<file path="src/rtl/uart_rx.sv">
// UART receiver: 8N1 frames, 2-flop synchronized line, half-bit start qualification.
// Define UART_RX_MAJORITY_EN for 2-of-3 majority sampling around each bit centre.
module uart_rx #(
    parameter int unsigned BAUD_RATE  = 9600,
    parameter int unsigned CLOCK_FREQ = 100000000
) (
    input  logic       clk,
    input  logic       rst_n,
    input  logic       rx,
    output logic [7:0] rx_data,
    output logic       rx_valid,
    output logic       rx_busy,
    output logic       frame_err
);

    localparam int unsigned TIMER_W     = 16;
    localparam int unsigned BIT_PERIOD  = CLOCK_FREQ / BAUD_RATE;
    localparam int unsigned HALF_PERIOD = BIT_PERIOD / 2;
    localparam logic [TIMER_W-1:0] HALF_LOAD  = TIMER_W'(HALF_PERIOD);
    // Reload counts the reload cycle itself so samples are exactly BIT_PERIOD apart.
    localparam logic [TIMER_W-1:0] BIT_RELOAD = TIMER_W'(BIT_PERIOD - 1);

    typedef enum logic [2:0] {
        IDLE      = 3'd0,
        START     = 3'd1,
        DATA      = 3'd2,
        STOP      = 3'd3,
        WAIT_HIGH = 3'd4
    } state_e;

    state_e               state_q, state_d;
    logic [TIMER_W-1:0]   timer_q, timer_d;
    logic [2:0]           idx_q, idx_d;
    logic [7:0]           shift_q, shift_d;
    logic [7:0]           data_q, data_d;
    logic                 valid_q, valid_d;
    logic                 ferr_q, ferr_d;
    logic                 busy_q, busy_d;
    logic                 sync1_q, sync2_q, line_prev_q;
    logic                 line;
    logic                 timing;
    logic                 sample_stb;
    logic                 sample_bit;

    assign line   = sync2_q;
    assign timing = (state_q == START) || (state_q == DATA) || (state_q == STOP);

    // Input synchronizer plus edge-detect history
    always_ff @(posedge clk or negedge rst_n) begin
        if (!rst_n) begin
            sync1_q     <= 1'b1;
            sync2_q     <= 1'b1;
            line_prev_q <= 1'b1;
        end else begin
            sync1_q     <= rx;
            sync2_q     <= sync1_q;
            line_prev_q <= sync2_q;
        end
    end

`ifdef UART_RX_MAJORITY_EN
    logic s1_q, s0_q, pend_q;

    // Capture line at timer 1 and 0; decide one cycle later with the third sample
    always_ff @(posedge clk or negedge rst_n) begin
        if (!rst_n) begin
            s1_q   <= 1'b1;
            s0_q   <= 1'b1;
            pend_q <= 1'b0;
        end else begin
            if (timer_q == TIMER_W'(1)) s1_q <= line;
            if (timer_q == '0)          s0_q <= line;
            pend_q <= timing && (timer_q == '0);
        end
    end

    assign sample_stb = pend_q;
    assign sample_bit = (s1_q & s0_q) | (s1_q & line) | (s0_q & line);
`else
    assign sample_stb = timing && (timer_q == '0);
    assign sample_bit = line;
`endif

    // State register
    always_ff @(posedge clk or negedge rst_n) begin
        if (!rst_n) begin
            state_q  <= IDLE;
            timer_q  <= '0;
            idx_q    <= '0;
            shift_q  <= '0;
            data_q   <= '0;
            valid_q  <= 1'b0;
            ferr_q   <= 1'b0;
            busy_q   <= 1'b0;
        end else begin
            state_q  <= state_d;
            timer_q  <= timer_d;
            idx_q    <= idx_d;
            shift_q  <= shift_d;
            data_q   <= data_d;
            valid_q  <= valid_d;
            ferr_q   <= ferr_d;
            busy_q   <= busy_d;
        end
    end

    // Next-state, bit timer and shift register
    always_comb begin
        state_d = state_q;
        timer_d = timer_q;
        idx_d   = idx_q;
        shift_d = shift_q;

        if (timing) begin
            timer_d = (timer_q == '0) ? BIT_RELOAD : timer_q - TIMER_W'(1);
        end

        case (state_q)
            IDLE: begin
                if (line_prev_q && !line) begin
                    state_d = START;
                    timer_d = HALF_LOAD;
                end
            end
            START: begin
                if (sample_stb) begin
                    state_d = sample_bit ? IDLE : DATA;
                    idx_d   = '0;
                end
            end
            DATA: begin
                if (sample_stb) begin
                    shift_d[idx_q] = sample_bit;
                    idx_d          = idx_q + 3'd1;
                    if (idx_q == 3'd7) state_d = STOP;
                end
            end
            STOP: begin
                if (sample_stb) state_d = sample_bit ? IDLE : WAIT_HIGH;
            end
            WAIT_HIGH: begin
                if (line) state_d = IDLE;
            end
            default: state_d = IDLE;
        endcase

        if (!((state_d == START) || (state_d == DATA) || (state_d == STOP))) begin
            timer_d = '0;
        end
    end

    // Output decode; results register on the stop-sample edge
    always_comb begin
        data_d  = data_q;
        valid_d = 1'b0;
        ferr_d  = 1'b0;
        busy_d  = (state_d != IDLE);
        if ((state_q == STOP) && sample_stb) begin
            if (sample_bit) begin
                data_d  = shift_q;
                valid_d = 1'b1;
            end else begin
                ferr_d  = 1'b1;
            end
        end
    end

    assign rx_data   = data_q;
    assign rx_valid  = valid_q;
    assign frame_err = ferr_q;
    assign rx_busy   = busy_q;

endmodule

</file>
<file path="config.mk">
export PLATFORM = sky130hd
export DESIGN_NAME = uart_rx
export DESIGN_NICKNAME = d
export VERILOG_FILES = /design/src/rtl/uart_rx.sv
export SDC_FILE = /design/constraint.sdc
export NUM_CORES = 1
export LEC_CHECK = 0
export CAP_MARGIN = 10
export CELL_PAD_IN_SITES_DETAIL_PLACEMENT = 2
export CELL_PAD_IN_SITES_GLOBAL_PLACEMENT = 2
export CORE_UTILIZATION = 43
export CTS_CLUSTER_SIZE = 14
export DETAILED_ROUTE_END_ITERATION = 8
export PLACE_DENSITY = 0.86
export SLEW_MARGIN = 20
export SYNTH_ARGS = -nofsm -noshare
export SYNTH_HDL_FRONTEND = slang
export SYNTH_SLANG_ARGS = --single-unit
</file>
<file path="constraint.sdc">
create_clock -name clk -period 5.4 [get_ports clk]
set_clock_uncertainty 0.05 [all_clocks]
set_input_delay 0.81 -clock clk [delete_from_list [all_inputs] [get_ports clk]]
set_output_delay 0.81 -clock clk [all_outputs]
set_load 0.005 [all_outputs]
</file>
# [Word level (Yosys, flattened, before mapping)]
# Cells that the tools add are included.
[word_totals] register_bits=44 inputBits=3 word_cells=65
[op_classes] n_addsub=2 order_cmp=2 n_eq_ne=10 n_mux=24 reduce_logical=16
[ops] cell="$mux W16" count=5
[ops] cell="$mux W3" count=9
[ops] cell="$logic_not A16 Y1" count=1
[ops] cell="$sub A16 B1 Y16 const B" count=1
[ops] cell="$pmux W3 S5" count=1
[ops] cell="$eq A3 B2 Y1 const B" count=4
[ops] cell="$bwmux W8" count=1
[ops] cell="$eq A3 B1 Y1 const B" count=2
[ops] cell="$eq A3 B3 Y1 const B" count=2
[ops] cell="$pmux W3 S2" count=1
[ops] cell="$mux W1" count=5
[ops] cell="$logic_and A1 B1 Y1" count=4
[ops] cell="$logic_or A1 B1 Y1" count=4
[ops] cell="$lt A3 B4 Y1 const B" count=1
[ops] cell="$ne A2 B2 Y1 const B" count=2
[ops] cell="$reduce_and A2 Y1" count=2
[ops] cell="$add A3 B1 Y3 const B" count=1
[ops] cell="$demux W1 S3" count=1
[ops] cell="$ge A3 B1 Y1 const B" count=1
[ops] cell="$logic_not A3 Y1" count=1
[ops] cell="$reduce_and A3 Y1" count=1
[ops] cell="$reduce_bool A3 Y1" count=1
[ops] cell="$mux W2" count=1
[ops] cell="$reduce_bool A2 Y1" count=1
[ops] cell="$logic_not A1 Y1" count=1

# [Longest topological paths before layout]
[logic_depth] word_depth=10 depth_mapped=9

# [Least setup slack after synthesis]
# Ideal clock, no wire load.
[synth_path] path_type="flip-flop to flip-flop" startpoint="reg timer_q[0]" endpoint="reg data_q[0], in the netlist rx_data[0]" setup_ps=125 t_arrival_ps=2098 t_required_ps=5225 setup_slack_ps=3127 stages_incl_launch_ff=10 n_path_buf=2 synth_period_minus_slack_ps=2273 path_cell_list="dfrtp_1 > inv_1 > ha_1 > nor3b_2 > and4_1 > buf_2 > and2b_1 > and3_1 > buf_4 > mux2_2"
[synth_between] elab_chain_len=4
[synth_lines] element="from (decl)" line_no="32" rtl="logic [TIMER_W-1:0] timer_q, timer_d;"
[synth_lines] element="from (signal assigned)" line_no="97" rtl="timer_q <= timer_d;"
[synth_lines] element="$logic_not A16 Y1" line_no="80" rtl="assign sample_stb = timing && (timer_q == '0);"
[synth_lines] element="$logic_and A1 B1 Y1" line_no="80"
[synth_lines] element="$logic_and A1 B1 Y1" line_no="158" rtl="if ((state_q == STOP) && sample_stb) begin"
[synth_lines] element="$reduce_and A2 Y1 (no source line)"
[synth_lines] element="to (signal assigned)" line_no="100" rtl="data_q <= data_d;"
[synth_lines] element="to (decl)" line_no="35" rtl="logic [7:0] data_q, data_d;"
# Every way passes these cells.
# A chain may end at the register's enable or synchronous reset.

# [Worst setup path after layout]
[layout_path] startpoint="reg timer_q[0]" endpoint="reg data_q[7], in the netlist rx_data[7]"
# Same word-level chain as after synthesis.

==> run metrics <==
Filler cells=512; area grow syn2layout=10.68%; gr ovfl total=0; htree depth=2; critical path startpoint=timer_q[0]; CTS-repair resized insts=0; Clock Root Buffer=clkbuf_8; worst slew pin tran=0.9726 ns; row count=25; Routed wire per std cell=19.59 um; most used flip-flop cell after synthesis=dfrtp_1; hold_buf cts=0; placed insts=261; worst reg-to-reg setup slack=2.60 ns; Ports=14; Finished Layout Cells=269; Clk Latency, worst-skew pair=0.30 ns; number of CTS-inserted buffers=5; unrepaired setup endpoints after global routing=no; Via Count=1502; Die ar.=0.005385 mm^2; met2 Use GR=40.64%; clk slew on worst S/H paths=0.08 ns; Worst R2R Path Depth=7; type of the worst setup path=register to register; largest net degree at the start of global routing=45; total wire length=5.271 mm; CTS Sinks=44; antenna fix cells=0; Syn Area/Cell=11.59 um^2; initial core utilization=45.48%; placed cell areas=0.002313 mm^2; max-slew violation count=0; Design Area, Final=0.002425 mm^2; CP endpoint=rx_data[7]; critical-path maximum fanout=8; Die Wd=73.38 um; Final Hold Slack=0.3094 ns; GR Util All Layers=23.29%; status=complete, no violations; share of cells above drive strength 1=21.78%; PwrDens=421.6 mW/mm^2; YS warnings=0; CP Launch Type=register; final hold vios=0; CTS max path bufs=2; asr flop ratio synth=100.0%; final setup TNS=0 ns; initial drt markers=60; WP data arrival=2.94 ns; max-cap viol count=0; Worst Setup End Kind=register; crit path time final=2.797 ns; routed vias/inst=5.584; initial antenna violation count=0; Critical Path RT=5.54 ns; DP HPWL=3.520 mm; Final Wtd Congestion=0.8499; hold crit path type=register to register; FMAX=357.6 MHz; met3 Resource Use GR=4.252%; layout net count=208; postcts setup bufs=0; Core Region=0.004817 mm^2; vias in the first global route=1733; leakage power=0.001058 uW; Setup Viol. Count Final=0; number of synthesized flops with an enable pin=0; antenna viol nets, final=0; CTS tree=built; Critical R2R Launch=timer_q[0]; Remaining DRCs=0; relative slew slack=35.16%; sequential-to-total area share from yosys stat=50.43%; Post-Synthesis Cells=189; first-pass GRT wire length=9.170 mm; Pre-antenna DRT Iters=4; synth unique cells=54; Port Buffers=13; height of the die=73.38 um; fin crit share=51.79%; Synth Register Bits=44; Cell Area, Synth=0.002191 mm^2; GR Util met1=28.95%; Reg2Reg Capture Point=rx_data[7]; Top Usage Layer GRT=met2; Mapped Nets=196; VDD IR max=0.1951 mV
-- cell usage in the layout, fill, tap and decap left out, types with 2 or more instances in the layout --
master / instances
nor3_1: 4
nor4_1: 4
dfrtp_1: 41
o21ai_0: 6
nor2_1: 23
dfstp_2: 3
xnor2_1: 3
nor4_2: 3
clkdlybuf4s50_1: 12
inv_1: 3
nand3_1: 2
a311oi_1: 2
nand4_1: 4
ha_1: 4
and2_1: 2
nand2_1: 14
clkbuf_8: 5
nand3b_1: 2
a32oi_1: 2
or4_4: 2
xor2_1: 9
a21oi_1: 5
nand4b_1: 2
mux2_2: 16
-- sequential cells by signal (all words and copies together) (netlist names) --
name,flops
idx_q,3
state_q,3
rx_busy,1
line,1
rx_data,8
shift_q,8
frame_err,1
rx_valid,1
sync1_q,1
line_prev_q,1
timer_q,16
-- synth_stat cells (2+ instances only) --
cell | instances | area [um^2]
a21oi_1 | 5 | 25.02
a311oi_1 | 2 | 17.52
a32oi_1 | 2 | 17.52
and2_1 | 2 | 12.51
clkbuf_1 | 2 | 7.510
dfrtp_1 | 41 | 1026
dfstp_2 | 3 | 78.83
ha_1 | 4 | 50.05
inv_1 | 3 | 11.26
mux2_2 | 16 | 180.2
nand2_1 | 14 | 52.55
nand3_1 | 2 | 10.01
nand3b_1 | 2 | 15.01
nand4_1 | 4 | 25.02
nand4b_1 | 2 | 17.52
nor2_1 | 23 | 86.33
nor3_1 | 4 | 20.02
nor4_1 | 4 | 25.02
nor4_2 | 3 | 37.54
o21ai_0 | 6 | 30.03
or4_4 | 2 | 22.52
xnor2_1 | 3 | 26.28
xor2_1 | 9 | 78.83
-- worst min-delay path by stage --
stage	depth (start not counted)	end	slack [ns]	from
after floorplan	0	line	0.30	sync1_q
final	0	line	0.31	sync1_q
after global placement	0	line	0.30	sync1_q
after detailed placement	0	line	0.30	sync1_q
after global routing	0	line	0.31	sync1_q
after CTS	0	line	0.31	sync1_q
-- power breakdown --
group / switching [uW] / internal, uW / leakage [uW]
registers: 106 / 396 / 0.000571
clock network: 114 / 137 / 0.0000541
logic: 153 / 116 / 0.000434
-- logic make-up (layout without fill, tap and decap cells) --
family / after synthesis / in the layout / synth area share (%)
simple gates: 77 / 77 / 21.99
flops: 44 / 44 / 50.43
compound gates: 24 / 24 / 7.368
mux: 17 / 17 / 8.681
xor+xnor: 12 / 12 / 4.798
buf+inv: 11 / 24 / 4.454
fa+ha+maj: 4 / 4 / 2.285
-- critical path, cell delays in order (launching register included) --
cell	delay, ns
dfrtp_1	0.44
inv_1	0.12
ha_1	0.15
nor3b_2	0.36
and4_1	0.43
and2b_1	0.30
and3_1	0.44
mux2_2	0.39
-- stage by stage --
| stage | util [%] | setup slack [ns] | total power, uW |
|---|---|---|---|
| 3_3_place_gp | 48.03 | 2.799 | 731.4 |
| 2_1_floorplan | - | 3.127 | 701.8 |
| 3_5_place_dp | 48.03 | 2.661 | 760.9 |
| 6_report | 50.34 | 2.603 | 1022 |
| 4_1_cts | 50.34 | 2.594 | 1029 |
| 5_1_grt | 50.34 | 2.424 | 1080 |
-- layout make-up --
cell class | count | area [um^2] | share of cell area, %
Clock buffer | 5 | 68.82 | 2.838
Clock inverter | 3 | 42.54 | 1.754
Inverter | 3 | 11.26 | 0.4644
Multi-Input combinational cell | 134 | 988.4 | 40.76
Sequential cell | 44 | 1105 | 45.56
Tap cell | 67 | 83.83 | 3.457
Timing Repair Buffer | 13 | 125.1 | 5.160
-- routing by layer --
layer  up-vias  wire (um)  part of all wire, %
met3         8        123                  2.3
met1       775       2360                   45
met5         -          0                    0
met4         0         89                  1.7
li1        699          -                    -
met2        20       2698                   51
Power figures use the tool's default switching activity.
